## src/rtl/seq_alu_mdu.sv

```systemverilog
// seq_alu_mdu: handshaked execute-stage ALU with optional RV32M unit.
//
// The ten base ALU operations complete one cycle after accept. Multiply and
// divide run one bit per cycle on a shared 2*WIDTH-bit unsigned accumulator.
// Multiply is shift-add and divide is restoring. Signed operands are reduced
// to magnitudes at accept, and the sign is fixed up on the edge that enters
// DONE.
//
// Ports:
//   clk, rst             clock, synchronous active-high reset
//   in_valid / in_ready  request handshake (in_ready high only in IDLE)
//   A, B, Op             operands and opcode, captured on the accept edge
//   out_valid/out_ready  result handshake (out_valid high only in DONE)
//   S, Zero, err         registered result, S==0 flag, illegal-op flag
module seq_alu_mdu #(
  parameter int WIDTH = 32,
  parameter int M_EXT = 1
) (
  input  logic             clk,
  input  logic             rst,
  input  logic             in_valid,
  output logic             in_ready,
  input  logic [WIDTH-1:0] A,
  input  logic [WIDTH-1:0] B,
  input  logic [4:0]       Op,
  output logic             out_valid,
  input  logic             out_ready,
  output logic [WIDTH-1:0] S,
  output logic             Zero,
  output logic             err
);

  localparam int SH_W = $clog2(WIDTH);
  localparam logic [WIDTH-1:0] MOST_NEG = {1'b1, {(WIDTH-1){1'b0}}};
  localparam bit M_ON = (M_EXT != 0);

  typedef enum logic [1:0] {ST_IDLE, ST_CALC, ST_DONE} state_t;

  state_t             state_q, state_d;
  logic [SH_W-1:0]    cnt_q, cnt_d;
  logic [2*WIDTH-1:0] acc_q, acc_d;   // mul: {partial, multiplier}; div: {rem, quo}
  logic [WIDTH-1:0]   b_q, b_d;       // multiplicand or divisor magnitude
  logic [2:0]         mop_q, mop_d;
  logic               neg_q, neg_d;   // negate the final result
  logic [WIDTH-1:0]   s_q, s_d;
  logic               zero_q, zero_d;
  logic               err_q, err_d;

  // ---------------- base ALU (evaluated on the accept edge) ----------------
  logic [SH_W-1:0]  shamt;
  logic [WIDTH-1:0] base_res;
  logic             base_legal;

  assign shamt = B[SH_W-1:0];

  always_comb begin
    base_res   = '0;
    base_legal = 1'b1;
    case (Op[3:0])
      4'b0000: base_res = A + B;
      4'b1000: base_res = A - B;
      4'b0001: base_res = A << shamt;
      4'b0010: base_res = {{(WIDTH-1){1'b0}}, ($signed(A) < $signed(B))};
      4'b0011: base_res = {{(WIDTH-1){1'b0}}, (A < B)};
      4'b0100: base_res = A ^ B;
      4'b0101: base_res = A >> shamt;
      4'b1101: base_res = WIDTH'($signed(A) >>> shamt);
      4'b0110: base_res = A | B;
      4'b0111: base_res = A & B;
      default: base_legal = 1'b0;
    endcase
  end

  // ---------------- M decode (evaluated on the accept edge) ----------------
  logic [2:0]       m_op;
  logic             m_is_div, a_sgn, b_sgn, a_neg, b_neg, res_neg;
  logic             div_by_zero, div_ovf;
  logic [WIDTH-1:0] a_mag, b_mag, special_res;

  always_comb begin
    m_op     = Op[2:0];
    m_is_div = m_op[2];
    // Signed A: MULH, MULHSU, DIV, REM. Signed B: MULH, DIV, REM.
    a_sgn = (m_op == 3'b001) || (m_op == 3'b010) || (m_op == 3'b100) || (m_op == 3'b110);
    b_sgn = (m_op == 3'b001) || (m_op == 3'b100) || (m_op == 3'b110);
    a_neg = a_sgn && A[WIDTH-1];
    b_neg = b_sgn && B[WIDTH-1];
    a_mag = a_neg ? (~A + 1'b1) : A;
    b_mag = b_neg ? (~B + 1'b1) : B;
    // Remainder follows the dividend's sign; everything else is sign(A)^sign(B).
    res_neg = (m_is_div && m_op[1]) ? a_neg : (a_neg ^ b_neg);
    div_by_zero = m_is_div && (B == '0);
    div_ovf     = m_is_div && !m_op[0] && (A == MOST_NEG) && (B == '1);
    special_res = '0;
    if (div_by_zero) begin
      special_res = m_op[1] ? A : '1;
    end else if (div_ovf) begin
      special_res = m_op[1] ? '0 : A;
    end
  end

  // ---------------- iteration step and final sign fix-up ----------------
  logic [WIDTH:0]     mul_sum, div_rsh, div_diff;
  logic [2*WIDTH-1:0] acc_step, prod_fix;
  logic [WIDTH-1:0]   quo, rem, fin_res;

  always_comb begin
    // Shift-add: add multiplicand to the upper half when the current
    // multiplier bit is set, then shift the whole accumulator right.
    mul_sum = {1'b0, acc_q[2*WIDTH-1:WIDTH]} + (acc_q[0] ? {1'b0, b_q} : '0);
    // Restoring divide: shift the next dividend bit into the remainder and
    // subtract the divisor only if it fits.
    div_rsh  = {acc_q[2*WIDTH-1:WIDTH], acc_q[WIDTH-1]};
    div_diff = div_rsh - {1'b0, b_q};
    if (!mop_q[2]) begin
      acc_step = {mul_sum, acc_q[WIDTH-1:1]};
    end else if (!div_diff[WIDTH]) begin
      acc_step = {div_diff[WIDTH-1:0], acc_q[WIDTH-2:0], 1'b1};
    end else begin
      acc_step = {div_rsh[WIDTH-1:0], acc_q[WIDTH-2:0], 1'b0};
    end

    prod_fix = neg_q ? (~acc_step + 1'b1) : acc_step;
    quo      = acc_step[WIDTH-1:0];
    rem      = acc_step[2*WIDTH-1:WIDTH];
    if (!mop_q[2]) begin
      fin_res = (mop_q[1:0] == 2'b00) ? prod_fix[WIDTH-1:0] : prod_fix[2*WIDTH-1:WIDTH];
    end else if (mop_q[1]) begin
      fin_res = neg_q ? (~rem + 1'b1) : rem;
    end else begin
      fin_res = neg_q ? (~quo + 1'b1) : quo;
    end
  end

  // ---------------- control ----------------
  always_comb begin
    state_d = state_q;
    cnt_d   = cnt_q;
    acc_d   = acc_q;
    b_d     = b_q;
    mop_d   = mop_q;
    neg_d   = neg_q;
    s_d     = s_q;
    zero_d  = zero_q;
    err_d   = err_q;

    case (state_q)
      ST_IDLE: begin
        if (in_valid) begin
          if (!Op[4] || !M_ON) begin
            // Base op, or an M op in a build without the M unit.
            state_d = ST_DONE;
            err_d   = Op[4] || !base_legal;
            s_d     = err_d ? '0 : base_res;
            zero_d  = (s_d == '0);
          end else if (div_by_zero || div_ovf) begin
            state_d = ST_DONE;
            err_d   = 1'b0;
            s_d     = special_res;
            zero_d  = (s_d == '0);
          end else begin
            state_d = ST_CALC;
            cnt_d   = '0;
            mop_d   = m_op;
            neg_d   = res_neg;
            acc_d   = m_is_div ? {{WIDTH{1'b0}}, a_mag} : {{WIDTH{1'b0}}, b_mag};
            b_d     = m_is_div ? b_mag : a_mag;
          end
        end
      end
      ST_CALC: begin
        acc_d = acc_step;
        cnt_d = cnt_q + 1'b1;
        if (cnt_q == SH_W'(WIDTH-1)) begin
          state_d = ST_DONE;
          cnt_d   = '0;
          err_d   = 1'b0;
          s_d     = fin_res;
          zero_d  = (fin_res == '0);
        end
      end
      ST_DONE: begin
        if (out_ready) begin
          state_d = ST_IDLE;
        end
      end
      default: state_d = ST_IDLE;
    endcase
  end

  always_ff @(posedge clk) begin
    if (rst) begin
      state_q <= ST_IDLE;
      cnt_q   <= '0;
      acc_q   <= '0;
      b_q     <= '0;
      mop_q   <= '0;
      neg_q   <= 1'b0;
      s_q     <= '0;
      zero_q  <= 1'b1;
      err_q   <= 1'b0;
    end else begin
      state_q <= state_d;
      cnt_q   <= cnt_d;
      acc_q   <= acc_d;
      b_q     <= b_d;
      mop_q   <= mop_d;
      neg_q   <= neg_d;
      s_q     <= s_d;
      zero_q  <= zero_d;
      err_q   <= err_d;
    end
  end

  assign in_ready  = (state_q == ST_IDLE);
  assign out_valid = (state_q == ST_DONE);
  assign S         = s_q;
  assign Zero      = zero_q;
  assign err       = err_q;

endmodule

```

## config.mk

```make
export PLATFORM = sky130hd
export DESIGN_NAME = seq_alu_mdu
export DESIGN_NICKNAME = d
export VERILOG_FILES = /design/src/rtl/seq_alu_mdu.sv
export SDC_FILE = /design/constraint.sdc
export NUM_CORES = 1
export LEC_CHECK = 0
export CORE_MARGIN = 2
export CORE_UTILIZATION = 35
export DETAILED_ROUTE_END_ITERATION = 6
export SYNTH_ARGS = -nofsm -noshare
export SYNTH_HDL_FRONTEND = slang
export SYNTH_SLANG_ARGS = --single-unit
```

## constraint.sdc

```tcl
create_clock -name clk -period 12.6 [get_ports clk]
set_input_delay 1.89 -clock clk [delete_from_list [all_inputs] [get_ports clk]]
set_output_delay 1.89 -clock clk [all_outputs]
set_load 0.1 [all_outputs]
```

==> results of run 1 <==
## stage by stage
stage	utilization (%)	hold slack, ns	cell area (µm²)	instances	worst slack, ns
2_1_floorplan	-	0.439	26100	3792	5.31
3_3_place_gp	37.5	0.442	27800	4661	3.75
3_5_place_dp	37.5	0.446	27800	4661	3.69
4_1_cts	38.3	0.456	28300	4693	3.54
5_1_grt	38.3	0.480	28300	4693	3.15
6_report	38.3	0.453	28300	4694	3.41
## cell families (layout without fill, tap and decap cells)
family                     after synthesis  count (layout)  share of synthesized area, %
adders and majority gates              172             172                          8.37
buffers and inverters                  466             398                          7.50
and+or+nand+nor                       1418            1418                          26.0
muxes                                  181             181                          9.98
DFF                                    141             141                          10.8
xor gates and xnor gates               151             151                          5.17
other                                    0               1                             0
AOI/OAI and AO/OA                     1263            1263                          32.2
## synth_stat cells (all sizes together), types with 11 or more instances
master and instances:
nand2 369, nor3 132, a21o 51, o21ai 236, nand3 91, xor2 39
and3 30, a221oi 27, mux4 57, clkbuf 213, xnor2 112, a211o 11
o22ai 21, o31ai 36, a21oi 358, or3 43, or4 18, nand2b 24
a311oi 13, o21a 21, o21bai 20, a211oi 107, a22oi 30, nand4 44
ha 168, or2 16, nor2 454, nor2b 32, a31oi 71, dfxtp 141
nor3b 11, a31o 11, inv 165, buf 85, mux2i 101, o221ai 23
mux2 23, and2 62, o211ai 80, a41oi 12, nor4 51
## cell type report
cell class	instances	area share [%]
flip-flops and latches	141	9.98
repair buffers	199	6.15
multi-input cells	3185	75.3
clock buffers	18	1.55
well taps	969	4.28
clock inverters	14	0.495
inverters	167	2.21
diodes	1	0.00883
## worst max-delay path by stage
stage | startpoint | end | slack (ns) | cells after the start
floorplan | B[2] | Zero$_SDFFE_PP1P_ | 5.31 | 23
global placement | acc_q[31]$_SDFFE_PP0P_ | Zero$_SDFFE_PP1P_ | 3.75 | 29
detailed placement | acc_q[31]$_SDFFE_PP0P_ | Zero$_SDFFE_PP1P_ | 3.69 | 29
CTS | acc_q[31]$_SDFFE_PP0P_ | Zero$_SDFFE_PP1P_ | 3.54 | 29
global route | acc_q[31]$_SDFFE_PP0P_ | Zero$_SDFFE_PP1P_ | 3.15 | 29
finish | acc_q[31]$_SDFFE_PP0P_ | Zero$_SDFFE_PP1P_ | 3.41 | 29
## power by group through the flow
stage / registers, W / clock network (W) / logic [W]
after global placement: 0.000510 / 0 / 0.00124
after CTS: 0.000501 / 0.000521 / 0.00124
after global routing: 0.000504 / 0.000537 / 0.00136
after floorplan: 0.000520 / 0 / 0.000833
after detailed placement: 0.000511 / 0 / 0.00123
final: 0.000502 / 0.000517 / 0.00128
## metal layers
metal  GRT usage [%]  vias to the layer above  share of wire [%]  routed length, µm
met3            4.44                      396                8.8              11100
li1                -                    13900                  -                  -
met1            41.0                    14500                 40              50600
met4            19.2                        4                6.9               8610
met2            49.4                     1751                 44              54900
met5               0                        -              0.021                 26
## registers in the layout, indices dropped and copies added, names as in the netlist
signal,flops
err,1
neg_q,1
b_q,32
cnt_q,5
S,32
mop_q,3
Zero,1
state_q,2
acc_q,64
## worst max-delay path, delay by kind of cell, from the launching register on
family	cells	cell delay, ns
AND/OR/NAND/NOR	10	3.34
buffers and inverters	4	0.77
XOR/XNOR	2	0.34
AO/OA/AOI/OAI	10	3.29
adder cells (fa/ha/maj)	3	0.80
flip-flops	1	0.57
==> results_dict.tcl, run 1 <==
set metrics [dict create \
    status "finished clean" \
    grt_first_pass_wirelength_um 186000 \
    row_count 100 \
    rrSetupSlack_ns 3.41 \
    hp-class "register to register" \
    finalCritPeriodShare_pct 73.0 \
    p_switching_w 0.00114 \
    htree_levels 4 \
    numCtsBuffers 17 \
    slowest_stage "nor2_1" \
    gp_congestion 1.04 \
    first_global_vias 28400 \
    syn-cell-area_mm2 0.0261 \
    mostFrequentLayoutCells "451 x nor2_1, 369 x nand2_1, 355 x a21oi_1" \
    rr_worst_depth 29 \
    multi_input_area_mm2 0.0213 \
    fp.dieH_um 277 \
    area_delta_synth_final_pct 8.70 \
    cap_violations 0 \
    dp_hpwl_um 94900 \
    detailroute.via_count 30600 \
    worstHoldPathCells 2 \
    cts_max_path_buffers 2 \
    synth-seq-area-share_pct 10.8 \
    synthArstFlopShare_pct 0 \
    register_area_mm2 0.00283 \
    clkTransAtPathRegs_ns 0.08 \
    overflow 0 \
    clockPowerShare_pct 22.5 \
    yosysTopAreaCell "dfxtp_1" \
    dr.pass1.iters 5 \
    wl_um 125000 \
    ant_nets 0 \
    synth_top_area_share_pct 10.8 \
    synthesis.nets 4037 \
    cp-end-kind "register" \
    postCtsHoldBufs 0 \
    finClkSkew_ns 0.0180 \
    clk_latency_ns 0.49 \
    worstPathArrival_ns 9.62 \
    crit_required_ns 13.02 \
    crit_type "register to register" \
    rr_startpoint "acc_q[31]$_SDFFE_PP0P_" \
    p_per_area_mw_per_mm2 81.2 \
    r2r_end "Zero$_SDFFE_PP1P_" \
    start_kind "register" \
    min_from "S[26]$_SDFFE_PP0P_" \
    rsz0062_at_grt "no" \
    hold_end "S[26]$_SDFFE_PP0P_" \
    finalNetCount 3956 \
    relSlewSlack_pct 22.8 \
    antenna_found_initial 3 \
    peakVddDrop_v 0.0000682 \
    syn_area_per_cell_um2 6.88 \
    cts_tree "built" \
    synth-edff-count 0 \
    n_fill_cell 7983 \
    ys_warn_count 0 \
    drc 0 \
    min_period_ns 9.19 \
    avgViaCountPerCell 6.52 \
    cts.sinks 141 \
    tightestPinTransition_ns 1.15 \
    slowest_delay_ns 0.79 \
    finalMaxSlewViolations 0 \
    coreArea_mm2 0.0741 \
    postCtsSetupBuffers 0 \
    portBuffers 108 \
    synth-seq-cells 141 \
    wl_per_cell_um 26.7 \
    cp_max_fo 28 \
    p_int_w 0.00116 \
    ctsResizeCount 0 \
    initial_core_util_pct 35.2 \
    grt_max_degree 78 \
    ios 109 \
    setup_viol 0 \
    finalHoldViolCount 0 \
    synth_ff_type "dfxtp_1" \
    ys_types 117 \
    cts_root_buf "clkbuf_16" \
    switching_share_pct 49.5 \
    final_common_cell "nor2_1" \
    dieWidth_um 277 \
    p_leak_nw 10.6 \
    total_power_w 0.00230 \
    fmax_mhz 109 \
    synth_area_leaders "dfxtp_1 11%, ha_1 8.1%, a21oi_1 6.8%, nor2_1 6.5%, nand2_1 5.3%" \
    p_seq_share_pct 21.8 \
    pwr-share-comb_pct 55.7 \
    dieArea_mm2 0.0767 \
    syn_inst 3792 \
    first_iter_violations 3964 \
    grt.total_usage_pct 31.5 \
    setup_tns_ns 0 \
    drive_gt1_share_pct 7.63 \
]
Note: power is estimated with default switching activity, not from simulation.
==> run 2, diff against run 1 <==
- clock period: 12.6 -> 8.8 ns (I/O delays scaled with it)
==> results_dict.tcl, run 2 (same netlist as run 1, synthesis figures left out) <==
set metrics [dict create \
    p_switching_w 0.00161 \
    rsz0062_at_grt "no" \
    crit_family "compound AO/OA/AOI/OAI gates" \
    ctsResizeCount 0 \
    relSlewSlack_pct 5.88 \
    n_fill_cell 7948 \
    cts_max_path_buffers 2 \
    first_global_vias 28100 \
    placed_area_mm2 0.0277 \
    cts.sinks 141 \
    dp_hpwl_um 95800 \
    initial_core_util_pct 35.2 \
    cts_tree "built" \
    area_delta_synth_final_pct 8.53 \
    postCtsSetupBuffers 0 \
    slowest_delay_ns 0.60 \
    gp_congestion 1.08 \
    coreArea_mm2 0.0741 \
    violations "design-rule violations" \
    fmax_mhz 127 \
    clk_latency_ns 0.49 \
    crit_buf_inv 5 \
    final_common_cell "nor2_1" \
    crit_required_ns 9.22 \
    switching_share_pct 49.4 \
    mostFrequentLayoutCells "452 x nor2_1, 368 x nand2_1, 355 x a21oi_1" \
    antenna_found_initial 3 \
    worstHoldPathCells 2 \
    clockPowerShare_pct 21.9 \
    drc 1 \
    cp-end-kind "register" \
    dieWidth_um 277 \
    dr.pass1.iters 7 \
    finalNetCount 3954 \
    htree_levels 4 \
    slowest_stage "a2111oi_0" \
    drive_gt1_share_pct 7.52 \
    ios 109 \
    clkTransAtPathRegs_ns 0.08 \
    p_per_area_mw_per_mm2 115 \
    avgViaCountPerCell 6.52 \
    grt_first_pass_wirelength_um 184000 \
    min_period_ns 7.87 \
    wl_per_cell_um 26.6 \
    tightestPinTransition_ns 1.40 \
    setup_tns_ns 0 \
    grt.total_usage_pct 31.3 \
    fin_area_mm2 0.0283 \
    setup_slack_ns 0.934 \
    numCtsBuffers 17 \
    first_iter_violations 4128 \
    post-place-ws_ns 1.17 \
    min_from "S[18]$_SDFFE_PP0P_" \
    row_count 100 \
    rrSetupSlack_ns 0.93 \
    hold_end "S[18]$_SDFFE_PP0P_" \
    p_int_w 0.00165 \
    finalMaxSlewViolations 0 \
    overflow 0 \
    rr_worst_depth 30 \
    setup_viol 0 \
    cp_max_fo 21 \
    ant_nets 0 \
    pwr-share-comb_pct 56.1 \
    p_leak_nw 10.6 \
    p_seq_share_pct 22.0 \
    status "finished, violations left" \
    cts_root_buf "clkbuf_16" \
    regMostFlops "acc_q" \
    finalCritPeriodShare_pct 89.4 \
    cap_violations 0 \
    dieArea_mm2 0.0767 \
    finClkSkew_ns 0.0144 \
    crit_path_start "acc_q[31]$_SDFFE_PP0P_" \
    grt_max_degree 102 \
    crit_type "register to register" \
    crit_top_cell "buf_4" \
    postCtsHoldBufs 0 \
    finalHoldViolCount 0 \
    r2r_end "Zero$_SDFFE_PP1P_" \
    worstPathArrival_ns 8.29 \
    peakVddDrop_v 0.0000917 \
    rr_startpoint "acc_q[31]$_SDFFE_PP0P_" \
    final_core_util_pct 38.2 \
    largest_reg_flops 64 \
    detailroute.via_count 30600 \
    portBuffers 108 \
    wl_um 125000 \
    hp-class "register to register" \
    fp.dieH_um 277 \
    start_kind "register" \
]
==> run 2: how the worst max path moves through the flow <==
stage | endpoint | slack, ns | depth (start not counted)
after floorplan | Zero$_SDFFE_PP1P_ | 2.08 | 23
after global placement | Zero$_SDFFE_PP1P_ | 1.21 | 30
after detailed placement | Zero$_SDFFE_PP1P_ | 1.17 | 30
after CTS | Zero$_SDFFE_PP1P_ | 1.13 | 30
after global routing | Zero$_SDFFE_PP1P_ | 0.76 | 30
final | Zero$_SDFFE_PP1P_ | 0.93 | 30
==> run 2: worst register-to-register path, delay by kind of cell, from the launching register on <==
| kind | cells | cell delay [ns] |
|---|---|---|
| xor gates and xnor gates | 2 | 0.26 |
| and+or+nand+nor | 10 | 2.63 |
| AOI/OAI and AO/OA | 10 | 2.70 |
| adders and majority gates | 3 | 0.85 |
| DFF | 1 | 0.37 |
| buffers and inverters | 5 | 0.99 |
==> run 2: per-stage QoR <==
stage	hold WS (ns)	power, W	instances
final	0.452	0.00326	4692
after CTS	0.454	0.00321	4690
after global placement	0.442	0.00249	4659
after global routing	0.485	0.00340	4690
after detailed placement	0.444	0.00249	4659
after floorplan	0.439	0.00194	3792
==> run 2: power groups by stage <==
stage                     combinational, W  clock (W)  sequential [W]
after floorplan                    0.00119          0        0.000745
after global placement             0.00176          0        0.000730
after detailed placement           0.00176          0        0.000731
after CTS                          0.00177   0.000722        0.000716
after global routing               0.00194   0.000745        0.000721
final                              0.00183   0.000713        0.000718
==> run 2: area by class of cell <==
| cell class | count | area (µm²) | share of cell area, % |
|---|---|---|---|
| diodes | 2 | 5.00 | 0.0177 |
| flip-flops and latches | 141 | 2830 | 9.99 |
| well taps | 969 | 1210 | 4.28 |
| clock inverters | 14 | 124 | 0.438 |
| clock buffers | 17 | 425 | 1.50 |
| repair buffers | 197 | 1740 | 6.15 |
| inverters | 167 | 627 | 2.22 |
| multi-input cells | 3185 | 21300 | 75.4 |
==> run 2: layer usage <==
layer	track usage, %	up-vias	wire (µm)
met4	18.6	6	8520
met1	40.0	14500	49400
met5	0	-	34
li1	-	13900	-
met3	4.44	359	11500
met2	50.0	1790	55600
